`config.mk`:
```
export PLATFORM = sky130hd
export DESIGN_NAME = arp_note_sequencer
export DESIGN_NICKNAME = d
export VERILOG_FILES = /design/src/rtl/arp_note_sequencer.sv
export SDC_FILE = /design/constraint.sdc
export NUM_CORES = 1
export LEC_CHECK = 0
export ABC_AREA = 1
export BUFFER_PORTS_ARGS = -buffer_cell sky130_fd_sc_hd__buf_2
export CORE_UTILIZATION = 35
export DETAILED_ROUTE_END_ITERATION = 10
export PLACE_DENSITY = 0.48
export SETUP_SLACK_MARGIN = 0.3
export SLEW_MARGIN = 30
export SYNTH_ARGS = -nofsm -noshare
export SYNTH_HDL_FRONTEND = slang
export SYNTH_SLANG_ARGS = --single-unit
```
`constraint.sdc`:
```
create_clock -name CLK100MHZ -period 5.4 [get_ports CLK100MHZ]
set_input_delay 0.81 -clock CLK100MHZ [delete_from_list [all_inputs] [get_ports CLK100MHZ]]
set_output_delay 0.81 -clock CLK100MHZ [all_outputs]
set_load 0.01 [all_outputs]
```
`src/rtl/arp_note_sequencer.sv`:
```
// Arpeggio note sequencer and sine-table address generator on a single clock.
// A note register scales the base sample divisor; a sample counter steps the table address.
module arp_note_sequencer #(
  parameter int ADDR_BITS  = 8,
  parameter int DIV_BITS   = 12,
  parameter int NOTE_TICKS = 50000000
) (
  input  logic                 CLK100MHZ,
  input  logic                 RESET,
  input  logic [DIV_BITS-1:0]  base_div,
  input  logic                 arp_en,
  input  logic [1:0]           mode,
  output logic [ADDR_BITS-1:0] addra,
  output logic                 addr_step,
  output logic [1:0]           note,
  output logic                 note_start,
  output logic [DIV_BITS:0]    active_div
);

  localparam int CNT_BITS = (NOTE_TICKS > 2) ? $clog2(NOTE_TICKS) : 1;
  localparam logic [CNT_BITS-1:0] LAST_TICK = CNT_BITS'(NOTE_TICKS - 1);

  typedef enum logic [1:0] {
    MODE_UP     = 2'b00,
    MODE_DOWN   = 2'b01,
    MODE_UPDOWN = 2'b10,
    MODE_HOLD   = 2'b11
  } mode_t;

  typedef enum logic {
    DIR_UP   = 1'b0,
    DIR_DOWN = 1'b1
  } dir_t;

  dir_t                dir, next_dir, step_dir;
  logic [1:0]          next_note;
  logic [CNT_BITS-1:0] note_cnt, next_cnt;
  logic                next_start;
  logic                arp_q;
  mode_t               mode_sel;

  logic [DIV_BITS+1:0] base_ext;
  logic [DIV_BITS+1:0] scaled_div;
  logic [DIV_BITS:0]   div_cnt;
  logic                sample_wrap;

  assign mode_sel = mode_t'(mode);

  // Note sequencing state register.
  always_ff @(posedge CLK100MHZ or posedge RESET) begin
    if (RESET) begin
      note       <= 2'd0;
      note_cnt   <= '0;
      dir        <= DIR_UP;
      note_start <= 1'b0;
      arp_q      <= 1'b0;
    end else begin
      // NOTE: registered state uses non-blocking assignments so every flop samples pre-edge values.
      note       <= next_note;
      note_cnt   <= next_cnt;
      dir        <= next_dir;
      note_start <= next_start;
      arp_q      <= arp_en;
    end
  end

  always_comb begin
    // NOTE: every output of this block gets a default first, so no path can infer a latch.
    next_note  = note;
    next_dir   = dir;
    next_cnt   = note_cnt + 1'b1;
    next_start = 1'b0;
    step_dir   = dir;

    if (!arp_en) begin
      next_note = 2'd0;
      next_cnt  = '0;
      next_dir  = DIR_UP;
    end else if (!arp_q) begin
      // First enabled cycle loads the pattern's starting note.
      next_note  = (mode_sel == MODE_DOWN) ? 2'd3 : 2'd0;
      next_cnt   = '0;
      next_dir   = DIR_UP;
      next_start = (next_note != note);
    end else if (note_cnt == LAST_TICK) begin
      next_cnt = '0;
      case (mode_sel)
        MODE_UP:   next_note = note + 2'd1;
        MODE_DOWN: next_note = note - 2'd1;
        MODE_UPDOWN: begin
          if (note == 2'd3)      step_dir = DIR_DOWN;
          else if (note == 2'd0) step_dir = DIR_UP;
          next_dir  = step_dir;
          next_note = (step_dir == DIR_UP) ? note + 2'd1 : note - 2'd1;
        end
        default:   next_note = 2'd0;
      endcase
      next_start = (next_note != note);
    end
  end

  // Divisor scaling: x5/4 and x3/2 are formed as b + b/4 and b + b/2, exact under floor.
  always_comb begin
    base_ext = (base_div == '0) ? (DIV_BITS+2)'(1) : {2'b00, base_div};
    case (note)
      2'd0:    scaled_div = base_ext;
      2'd1:    scaled_div = base_ext + (base_ext >> 2);
      2'd2:    scaled_div = base_ext + (base_ext >> 1);
      default: scaled_div = base_ext << 1;
    endcase
  end

  // The >= compare lets a shrinking divisor wrap immediately instead of overrunning.
  assign sample_wrap = (div_cnt >= active_div - 1'b1);

  always_ff @(posedge CLK100MHZ or posedge RESET) begin
    if (RESET) begin
      active_div <= (DIV_BITS+1)'(1);
      div_cnt    <= '0;
      addra      <= '0;
      addr_step  <= 1'b0;
    end else begin
      active_div <= scaled_div[DIV_BITS:0];
      if (sample_wrap) begin
        div_cnt   <= '0;
        addra     <= addra + 1'b1;
        addr_step <= 1'b1;
      end else begin
        div_cnt   <= div_cnt + 1'b1;
        addr_step <= 1'b0;
      end
    end
  end

endmodule

```
==> results.py <==
metrics = {
    "placement": {
        "globalplace.congestion": 0.891,
        "io_buffers": 41,
        "placed_area_sq_mm": 0.00513,
        "hpwlAfterDp_mm": 8.64,
    },
    "floorplanning": {
        "num_rows": 42,
        "ios": 42,
        "dieWidth_um": 119,
        "die-area_sq_mm": 0.0141,
        "die_h_um": 119,
        "start_util_pct": 36.0,
        "core_sq_mm": 0.0133,
    },
    "synthesis": {
        "syn_area_per_cell_sq_um": 7.07,
        "ys.flop_type": "dfrtp_1",
        "synth_top_area_cell": "dfrtp_1",
        "synth-edff-count": 0,
        "synth_area_leaders": "dfrtp_1, nand2_1, ha_1",
        "synth_common_cells": "nand2_1, inv_1, nor2_1, dfrtp_1, nand3_1",
        "netlist_instances": 677,
        "ys_seq_area_share_pct": 34.5,
        "synth_most_common_cell": "nand2_1",
        "syn_area_sq_mm": 0.00479,
        "syn_nets": 727,
        "ys_ff_latch": 66,
        "async_flop_share_pct": 100,
        "synth_cell_types": 38,
        "yosysWarnings": 0,
        "synth_top_cell_area_share_pct": 34.0,
    },
    "min_path": {
        "hold_path_class": "reg -> reg",
        "hold_depth": 1,
    },
    "setup_path": {
        "crit_required_ns": 5.64,
        "critPathLaunchType": "flip-flop",
        "critPathArrivalTime_ns": 3.35,
        "worst-setup-path-type": "reg -> reg",
        "worst_setup_path_end_kind": "flip-flop",
        "crit_fanout": 29,
        "worstRegToRegCells": 12,
    },
    "final_layout": {
        "area_growth_pct": 13.5,
        "fillers": 1429,
        "drive_gt1_share_pct": 11.2,
        "fin_nets": 761,
        "antenna-diode-count": 0,
        "final_cell_area_sq_mm": 0.00543,
    },
    "timing": {
        "slew_headroom_pct": 55.5,
        "clock_skew_ns": 0.00388,
        "tns_ns": 0,
        "setup-violations-final": 0,
        "layout_min_cycle_time_ns": 3.11,
        "rsz0062_at_grt": "false",
        "finalHoldViolCount": 0,
        "slew_viol_final": 0,
        "final.period_utilization_pct": 57.5,
        "fmax_mhz": 322,
        "tightest_slew_ns": 0.668,
    },
    "grt": {
        "grt_pass1_wl_mm": 19.3,
        "overflow": 0,
        "grt_pass1_vias": 4079,
        "grt_max_degree": 67,
        "grt_usage_pct": 17.0,
        "antenna_found_initial": 0,
    },
    "clocking": {
        "clockBufferDepth": 2,
        "cts_made_buffers": 9,
        "clock-sinks": 66,
        "postCtsSetupBuffers": 0,
        "cts_tree": "yes",
        "cts_resized": 0,
        "ctsHtreeMaxLevel": 3,
        "root_buffer": "clkbuf_16",
        "holdBufCountCts": 0,
        "clock_latency_ns": 0.34,
        "clk_pin_slew_ns": 0.06,
    },
    "routing": {
        "ant_nets": 0,
        "drtIter0Drc": 190,
        "drc": 0,
        "drtPass1Iterations": 7,
        "num_vias": 4334,
        "wl_per_cell_um": 12.6,
        "routed_wl_mm": 11.2,
        "viasPerCell": 4.86,
    },
    "outcome": {
        "run_status": "finished, final reports clean",
    },
    "power": {
        "power_w": 0.00169,
        "p_sw_w": 0.000585,
        "seq_power_share_pct": 37.0,
        "combinationalPowerShare_pct": 28.6,
        "internal-power_w": 0.00110,
        "peakVddDrop_uv": 149,
        "switching_share_pct": 34.7,
        "p_leak_nw": 2.68,
        "power.density_mw_per_mm2": 310,
        "p_clk_share_pct": 34.4,
    },
    "run": {
        "drv_cap": 0,
    },
}
[layout by cell type, fill, tap and decap left out, types with 2 or more instances in the layout]
cell       instances
nor3_4             2
nor2_4             3
ha_1              32
nand3_1           41
a21oi_1           34
o221ai_1           3
o21ai_0           32
nand3b_1           2
nand4_1           20
o21bai_1           3
o211ai_1           2
nor2_2             5
dfrtp_1           65
nor3_1            22
nand2_1          162
nand2_2            3
xnor2_1            5
inv_2              3
clkinv_2           3
nor4_1             4
inv_1             94
clkinv_4           2
xor2_1            24
clkbuf_16          9
nand3_2            2
buf_2             41
nor2_1            83
[power groups by stage]
stage | Clock (W) | Sequential (W) | Combinational, W
after global placement | 0 | 0.000630 | 0.000477
after floorplan | 0 | 0.000629 | 0.000352
final | 0.000581 | 0.000624 | 0.000482
after global routing | 0.000619 | 0.000633 | 0.000562
after detailed placement | 0 | 0.000632 | 0.000485
after CTS | 0.000601 | 0.000624 | 0.000487
[flip-flops by register name, summed over array words and instances, names as in the netlist]
| name | cells |
|---|---|
| note | 2 |
| addr_step | 1 |
| note_start | 1 |
| div_cnt | 13 |
| addra | 8 |
| arp_q | 1 |
| dir | 1 |
| note_cnt | 26 |
| active_div | 13 |
[through the flow]
step	worst slack, ns	util, %	std cells	hold WS, ns
after detailed placement	1.90	38.6	876	0.475
after floorplan	2.76	-	677	0.449
final	2.29	40.9	892	0.498
after global routing	1.88	40.9	892	0.529
after global placement	2.01	38.6	876	0.473
after CTS	1.88	40.8	892	0.496
[per-layer routing]
layer | share of wire (%) | track usage, % | vias to the layer above
met1 | 49 | 21.7 | 1996
met3 | 3.4 | 3.26 | 11
li1 | - | - | 2256
met4 | 1.5 | 6.65 | 0
met5 | 0 | 0 | -
met2 | 46 | 28.1 | 71
[cell families (layout without fill, tap and decap cells)]
| group | Yosys count | in the layout | synth area share (%) |
|---|---|---|---|
| AND/OR/NAND/NOR | 353 | 353 | 32.7 |
| buffers and inverters | 116 | 155 | 9.49 |
| AO/OA/AOI/OAI | 80 | 80 | 9.15 |
| flip-flops | 66 | 66 | 34.5 |
| adder cells (fa/ha/maj) | 33 | 33 | 8.78 |
| XOR/XNOR | 29 | 29 | 5.31 |
[critical path, stage by stage, from the launching register on]
cell,delay (ns)
dfstp_2,0.37
inv_1,0.09
ha_1,0.22
nand3_1,0.13
nor3_1,0.32
nand4_1,0.15
xor2_1,0.17
ha_1,0.30
nand2_1,0.08
nor2_1,0.04
a211oi_1,0.29
nand3_2,0.51
o21ai_0,0.33
[final cells by class]
cell class	count	area, sq um	share of cell area (%)
inverters	97	364	6.70
flip-flops and latches	66	1650	30.4
clock buffers	9	225	4.15
clock inverters	7	70.1	1.29
repair buffers	42	216	3.98
multi-input cells	495	2680	49.4
well taps	176	220	4.05
[final timing paths]
check / from / to / slack (ns)
max in group asynchronous: RESET / note_cnt[19]$_DFF_PP0_ / 4.36
min in group asynchronous: RESET / note_cnt[22]$_DFF_PP0_ / 0.62
worst min register to register: div_cnt[0]$_DFF_PP0_ / div_cnt[0]$_DFF_PP0_ / 0.50
worst max register to register: active_div[0]$_DFF_PP1_ / addra[3]$_DFFE_PP0N_ / 2.29
worst max-delay path: active_div[0]$_DFF_PP1_ / addra[3]$_DFFE_PP0N_ / 2.29
worst min-delay path: div_cnt[0]$_DFF_PP0_ / div_cnt[0]$_DFF_PP0_ / 0.50
Power figures use the tool's default switching activity.
